**config.mk**
```make
export PLATFORM = sky130hd
export DESIGN_NAME = mips16_mem_arbiter
export DESIGN_NICKNAME = d
export VERILOG_FILES = /design/src/rtl/mips16_mem_arbiter.sv
export SDC_FILE = /design/constraint.sdc
export NUM_CORES = 1
export LEC_CHECK = 0
export CAP_MARGIN = 20
export CORE_AREA = 2 2 85 87
export DETAILED_ROUTE_END_ITERATION = 8
export DIE_AREA = 0 0 87 89
export PLACE_DENSITY = 0.83
export SKIP_LAST_GASP = 1
export SYNTH_ARGS = -nofsm -noshare
export SYNTH_HDL_FRONTEND = slang
export SYNTH_SLANG_ARGS = --single-unit
```
**constraint.sdc**
```tcl
create_clock -name clk -period 2.3 [get_ports clk]
set_clock_uncertainty 0.15 [all_clocks]
set_input_delay 0.575 -clock clk [delete_from_list [all_inputs] [get_ports clk]]
set_output_delay 0.575 -clock clk [all_outputs]
set_load 0.05 [all_outputs]
```
**src/rtl/mips16_mem_arbiter.sv**
```systemverilog
// mips16_mem_arbiter
//   Shares the single fixed-latency port of the MIPS16 unified memory between
//   the instruction-fetch unit (IF, read only) and the load/store unit (LS).
//   One requester is granted at a time. The memory is driven for MEM_LAT
//   cycles, then read data is returned with a one-cycle valid pulse.
//
//   Parameters: ADDR_W (address width), DATA_W (data width),
//               MEM_LAT (access cycles per transfer, >= 1).
//   Ports:
//     clk, rst (async, active low)
//     if_req/if_addr   -> if_gnt/if_rdata/if_valid
//     ls_req/ls_we/ls_addr/ls_wdata -> ls_gnt/ls_rdata/ls_valid
//     mem_en/mem_we/mem_addr/mem_wdata -> memory, mem_rdata <- memory
//
//   Build option: define MIPS16_ARB_RR_EN for round-robin arbitration
//   between IF and LS. Without it, LS has fixed priority over IF.
module mips16_mem_arbiter #(
  parameter int ADDR_W  = 16,
  parameter int DATA_W  = 16,
  parameter int MEM_LAT = 1
) (
  input  logic              clk,
  input  logic              rst,
  input  logic              if_req,
  input  logic [ADDR_W-1:0] if_addr,
  output logic              if_gnt,
  output logic [DATA_W-1:0] if_rdata,
  output logic              if_valid,
  input  logic              ls_req,
  input  logic              ls_we,
  input  logic [ADDR_W-1:0] ls_addr,
  input  logic [DATA_W-1:0] ls_wdata,
  output logic              ls_gnt,
  output logic [DATA_W-1:0] ls_rdata,
  output logic              ls_valid,
  output logic              mem_en,
  output logic              mem_we,
  output logic [ADDR_W-1:0] mem_addr,
  output logic [DATA_W-1:0] mem_wdata,
  input  logic [DATA_W-1:0] mem_rdata
);

  localparam int CNT_W = (MEM_LAT < 2) ? 1 : $clog2(MEM_LAT + 1);
  localparam logic [CNT_W-1:0] CNT_LOAD = CNT_W'(MEM_LAT);
  localparam logic [CNT_W-1:0] CNT_ONE  = CNT_W'(1);
  localparam logic [CNT_W-1:0] CNT_ZERO = CNT_W'(0);

  localparam logic [0:0] S_IDLE   = 1'b0;
  localparam logic [0:0] S_ACCESS = 1'b1;

  // Requester encoding used for the transfer owner (and the round-robin history).
  localparam logic OWN_IF = 1'b0;
  localparam logic OWN_LS = 1'b1;

  logic [0:0]        state_q,     state_d;
  logic [CNT_W-1:0]  cnt_q,       cnt_d;
  logic              owner_q,     owner_d;
  logic              mem_en_q,    mem_en_d;
  logic              mem_we_q,    mem_we_d;
  logic [ADDR_W-1:0] mem_addr_q,  mem_addr_d;
  logic [DATA_W-1:0] mem_wdata_q, mem_wdata_d;
  logic              if_gnt_q,    if_gnt_d;
  logic              ls_gnt_q,    ls_gnt_d;
  logic              if_valid_q,  if_valid_d;
  logic              ls_valid_q,  ls_valid_d;
  logic [DATA_W-1:0] if_rdata_q,  if_rdata_d;
  logic [DATA_W-1:0] ls_rdata_q,  ls_rdata_d;
  logic              win_ls_s;

`ifdef MIPS16_ARB_RR_EN
  logic              last_q,      last_d;

  // Round-robin winner: on a tie, the requester not granted last time wins.
  always_comb begin
    win_ls_s = 1'b0;
    if (ls_req && if_req) begin
      win_ls_s = (last_q == OWN_IF);
    end else begin
      win_ls_s = ls_req;
    end
  end
`else
  // Fixed-priority winner: LS always beats IF.
  always_comb begin
    win_ls_s = ls_req;
  end
`endif

  // Next-state logic for the IDLE/ACCESS sequencer and all registered outputs.
  always_comb begin
    state_d     = state_q;
    cnt_d       = cnt_q;
    owner_d     = owner_q;
    mem_en_d    = mem_en_q;
    mem_we_d    = mem_we_q;
    mem_addr_d  = mem_addr_q;
    mem_wdata_d = mem_wdata_q;
    if_rdata_d  = if_rdata_q;
    ls_rdata_d  = ls_rdata_q;
    if_gnt_d    = 1'b0;
    ls_gnt_d    = 1'b0;
    if_valid_d  = 1'b0;
    ls_valid_d  = 1'b0;
`ifdef MIPS16_ARB_RR_EN
    last_d      = last_q;
`endif
    case (state_q)
      S_IDLE: begin
        if (if_req || ls_req) begin
          owner_d  = win_ls_s ? OWN_LS : OWN_IF;
          mem_en_d = 1'b1;
          cnt_d    = CNT_LOAD;
          state_d  = S_ACCESS;
          if (win_ls_s) begin
            mem_addr_d  = ls_addr;
            mem_we_d    = ls_we;
            mem_wdata_d = ls_wdata;
            ls_gnt_d    = 1'b1;
          end else begin
            mem_addr_d  = if_addr;
            mem_we_d    = 1'b0;
            mem_wdata_d = {DATA_W{1'b0}};
            if_gnt_d    = 1'b1;
          end
`ifdef MIPS16_ARB_RR_EN
          last_d = win_ls_s ? OWN_LS : OWN_IF;
`endif
        end else begin
          state_d = S_IDLE;
        end
      end
      S_ACCESS: begin
        // Requests are ignored here; the transfer completes when the
        // counter reaches 1, so mem_en spans exactly MEM_LAT cycles.
        if (cnt_q == CNT_ONE) begin
          cnt_d    = CNT_ZERO;
          mem_en_d = 1'b0;
          mem_we_d = 1'b0;
          state_d  = S_IDLE;
          if (owner_q == OWN_LS) begin
            ls_valid_d = 1'b1;
            if (!mem_we_q) begin
              ls_rdata_d = mem_rdata;
            end else begin
              ls_rdata_d = ls_rdata_q;
            end
          end else begin
            if_valid_d = 1'b1;
            if_rdata_d = mem_rdata;
          end
        end else begin
          cnt_d = cnt_q - CNT_ONE;
        end
      end
      default: begin
        state_d  = S_IDLE;
        cnt_d    = CNT_ZERO;
        mem_en_d = 1'b0;
        mem_we_d = 1'b0;
      end
    endcase
  end

  // State and output registers; an asynchronous reset abandons any transfer.
  always_ff @(posedge clk or negedge rst) begin
    if (!rst) begin
      state_q     <= S_IDLE;
      cnt_q       <= CNT_ZERO;
      owner_q     <= OWN_IF;
      mem_en_q    <= 1'b0;
      mem_we_q    <= 1'b0;
      mem_addr_q  <= {ADDR_W{1'b0}};
      mem_wdata_q <= {DATA_W{1'b0}};
      if_gnt_q    <= 1'b0;
      ls_gnt_q    <= 1'b0;
      if_valid_q  <= 1'b0;
      ls_valid_q  <= 1'b0;
      if_rdata_q  <= {DATA_W{1'b0}};
      ls_rdata_q  <= {DATA_W{1'b0}};
`ifdef MIPS16_ARB_RR_EN
      last_q      <= OWN_IF;
`endif
    end else begin
      state_q     <= state_d;
      cnt_q       <= cnt_d;
      owner_q     <= owner_d;
      mem_en_q    <= mem_en_d;
      mem_we_q    <= mem_we_d;
      mem_addr_q  <= mem_addr_d;
      mem_wdata_q <= mem_wdata_d;
      if_gnt_q    <= if_gnt_d;
      ls_gnt_q    <= ls_gnt_d;
      if_valid_q  <= if_valid_d;
      ls_valid_q  <= ls_valid_d;
      if_rdata_q  <= if_rdata_d;
      ls_rdata_q  <= ls_rdata_d;
`ifdef MIPS16_ARB_RR_EN
      last_q      <= last_d;
`endif
    end
  end

  assign if_gnt    = if_gnt_q;
  assign ls_gnt    = ls_gnt_q;
  assign if_valid  = if_valid_q;
  assign ls_valid  = ls_valid_q;
  assign if_rdata  = if_rdata_q;
  assign ls_rdata  = ls_rdata_q;
  assign mem_en    = mem_en_q;
  assign mem_we    = mem_we_q;
  assign mem_addr  = mem_addr_q;
  assign mem_wdata = mem_wdata_q;

endmodule

```
==> results.md <==
* R2r worst-path depth at 3
* Kind of start point of the critical path: flip-flop
* Wirelength per Cell at 16.8 um
* Critical-path cell list: clkdlybuf4s50_1
* Cell Area, Placed at 4350 um^2
* Tot GR Track Use at 19.7%
* Syn_area_per_cell at 13.9 um^2
* Max_cap viols at 0
* Hold Crit Class: in2async
* Sw Pwr at 3.90 mW
* Area grow syn2layout at 58.7%
* VDD IR-drop max at 0.950 mV
* Longest Clk Path Bufs at 2
* Die width at 87 um
* CTS Buf Count at 9
* Worst hold margin at 0.0328 ns
* Max-slew violations at 0
* RSZ-0062 raised after global routing: false
* Initial antenna violation count at 0
* Share of cells above drive strength 1 at 18.0%
* TNS Setup at 0 ns
* YS warnings at 0
* Setup Buffers After CTS at 0
* FF/Latch Area at 1830 um^2
* Number of synthesized register bits at 73
* Post-Syn Area at 2890 um^2
* CP peak stage delay at 0.83 ns
* Maximum number of pins on one net before global-route repair at 38
* Net Sw Frac at 47.8%
* Vias in the first global route at 2450
* Die area at 7740 um^2
* Leakage Power at 2.04 nW
* M3 GR Usage at 3.88%
* Synth async-reset ratio at 100%
* GR Layer Usage met2 at 33.2%
* Req. time, crit path at 1.57 ns
* Post-route cell area at 4590 um^2
* DRC at 0
* Period utilisation layout at 97.8%
* Dpl hpwl at 5.37 mm
* Row cnt at 30
* Final Hold Vio Count at 0
* Crit path buf inv count at 1
* Pwr Density at 1780 nW/um^2
* Status: finished, final reports clean
* Height of the die at 89 um
* GP Congestion at 0.876
* # H-tree levels at 3
* Reg-to-reg startpoint: state_q
* Worst reg2reg setup slack at 0.47 ns
* CP top delay family: buffers and inverters
* First-pass GRT wire length at 11.7 mm
* Multi-input gate area in the final layout at 961 um^2
* Arr. time, crit path at 1.52 ns
* Top-area cell type share of the netlist area at 63.1%
* Number of synthesized flops with an enable pin at 0
* Final WS setup at 0.0506 ns
* Remaining global-route overflow at 0
* Seq/Total Area, Yosys at 63.1%
* Ys flop type: dfrtp_1
* Worst-path clk slew at 0.08 ns
* Slew headroom at 64.3%
* Area leader, netlist: dfrtp_1
* Internal power at 4.27 mW
* Critical Path Slowest Stage Cell: clkdlybuf4s50_1
* CTS Sinks at 73
* Fillers at 494
* Reg2reg end: ls_rdata[6]
* Post-synthesis cell type count at 26
* Total number of vias at 2257
* Pre-CTS setup slack at 0.121 ns
* Grt peak-use layer: met2
* Final layout net count at 420
* PortBufs at 138
* Proportion of power drawn by combinational gates at 58.8%
* Ports at 139
* Worst setup EP type: primary output
* Initial core utilization at 43.1%
* Mapped Cells at 208
* Pre-Repair DR Iteration Count at 4
* Post-layout util at 68.3%
* Ant diodes at 0
* Clock insertion delay at the later pin of the skew report at 0.33 ns
* WS Path Type: reg2out
* Core area at 6720 um^2
* Final wirelength at 7.33 mm
* CTS tree: done
* Least-Margin Pin Slew at 0.533 ns
* Routed Antenna Nets at 0
* FMAX at 445 MHz
* Post-cts sizing count at 0
* Clk pwr share at 12.2%
* GR Layer Usage met1 at 24.9%
* Vias/cell at 5.18
* Setup-failing EPs final at 0
* Part of the power in registers at 29.0%
* Clk root buf: clkbuf_8
* Synth area leaders: dfrtp_1 63%, mux2_2 8.6%, mux2_4 5.2%
* Post-synth net total at 277
* Starting DRT DRC Count at 69
* Final worst path period need at 2.25 ns
* Worst-path maximum fanout at 2
* Hold-fix buffer count after cts at 0
## per-layer routing
layer | up-vias | share of wire (%)
li1 | 1060 | -
met1 | 1102 | 42
met2 | 91 | 52
met3 | 4 | 4.6
met4 | 0 | 0.65
met5 | - | 0
## stage by stage
step	instances	total power [mW]
after detailed placement	420	7.24
after CTS	436	8.26
after global placement	420	7.12
final	436	8.17
after global routing	436	8.56
after floorplan	208	5.58
## registers in the layout (all words and copies together) (netlist names)
register and flops:
mem_we 1, owner_q 1, if_gnt 1, if_rdata 16, if_valid 1, state_q 1, mem_wdata 16, ls_gnt 1
mem_addr 16, ls_valid 1, cnt_q 1, mem_en 1, ls_rdata 16
## cells by family (layout without fill, tap and decap cells)
family	after synthesis	count (layout)	synth area share (%)
muxes	32	32	13.8
AOI/OAI and AO/OA	53	53	14.1
buffers and inverters	18	166	3.63
and+or+nand+nor	32	32	5.36
DFF	73	73	63.1
## area by class of cell
cell class | instances | area share (%)
tap | 80 | 2.18
inverter | 3 | 0.245
multi-input combinational | 117 | 20.9
clock buffer | 10 | 3.00
timing repair buffer | 147 | 32.4
clock inverter | 6 | 1.47
sequential | 73 | 39.8
## power groups by stage
stage / combinational [mW] / sequential, mW / clock [mW]
final: 4.80 / 2.37 / 0.999
after global routing: 5.02 / 2.45 / 1.09
after CTS: 4.86 / 2.37 / 1.02
after detailed placement: 4.86 / 2.38 / 0
after global placement: 4.77 / 2.36 / 0
after floorplan: 1.18 / 4.40 / 0
## layout by cell type, fill, tap and decap left out, types with 2 or more instances in the layout
cell and count:
a21oi_1 3, a22o_1 16, buf_4 11, clkbuf_8 10, clkdlybuf4s50_1 122, clkinv_1 2, clkinv_4 2, clkinvlp_4 2
dfrtp_1 73, dlymetal6s2s_1 13, mux2_2 22, mux2_4 10, nand2_1 3, nand2b_1 3, nor2_1 20, o22ai_1 16
o32ai_1 16
## worst max-delay path by stage
stage             startpoint       endpoint  slack [ns]  cells after the start
4_1_cts          mem_addr[8]    mem_addr[8]       0.004                      1
3_5_place_dp          ls_req    mem_addr[8]        0.12                      5
6_report       mem_wdata[14]  mem_wdata[14]        0.05                      1
2_1_floorplan         ls_req   mem_addr[10]        0.61                      5
3_3_place_gp          ls_req    mem_addr[8]        0.18                      5
5_1_grt        mem_wdata[13]  mem_wdata[13]       0.001                      1
## Yosys cell counts, types with 3 or more instances
library cell	n
mux2_4	10
buf_2	8
a22o_1	16
o32ai_1	16
a21oi_1	3
mux2_2	22
o22ai_1	16
dfrtp_1	73
nand2b_1	3
nand2_1	3
nor2_1	20
No activity file was read; power rests on OpenSTA's default activity.
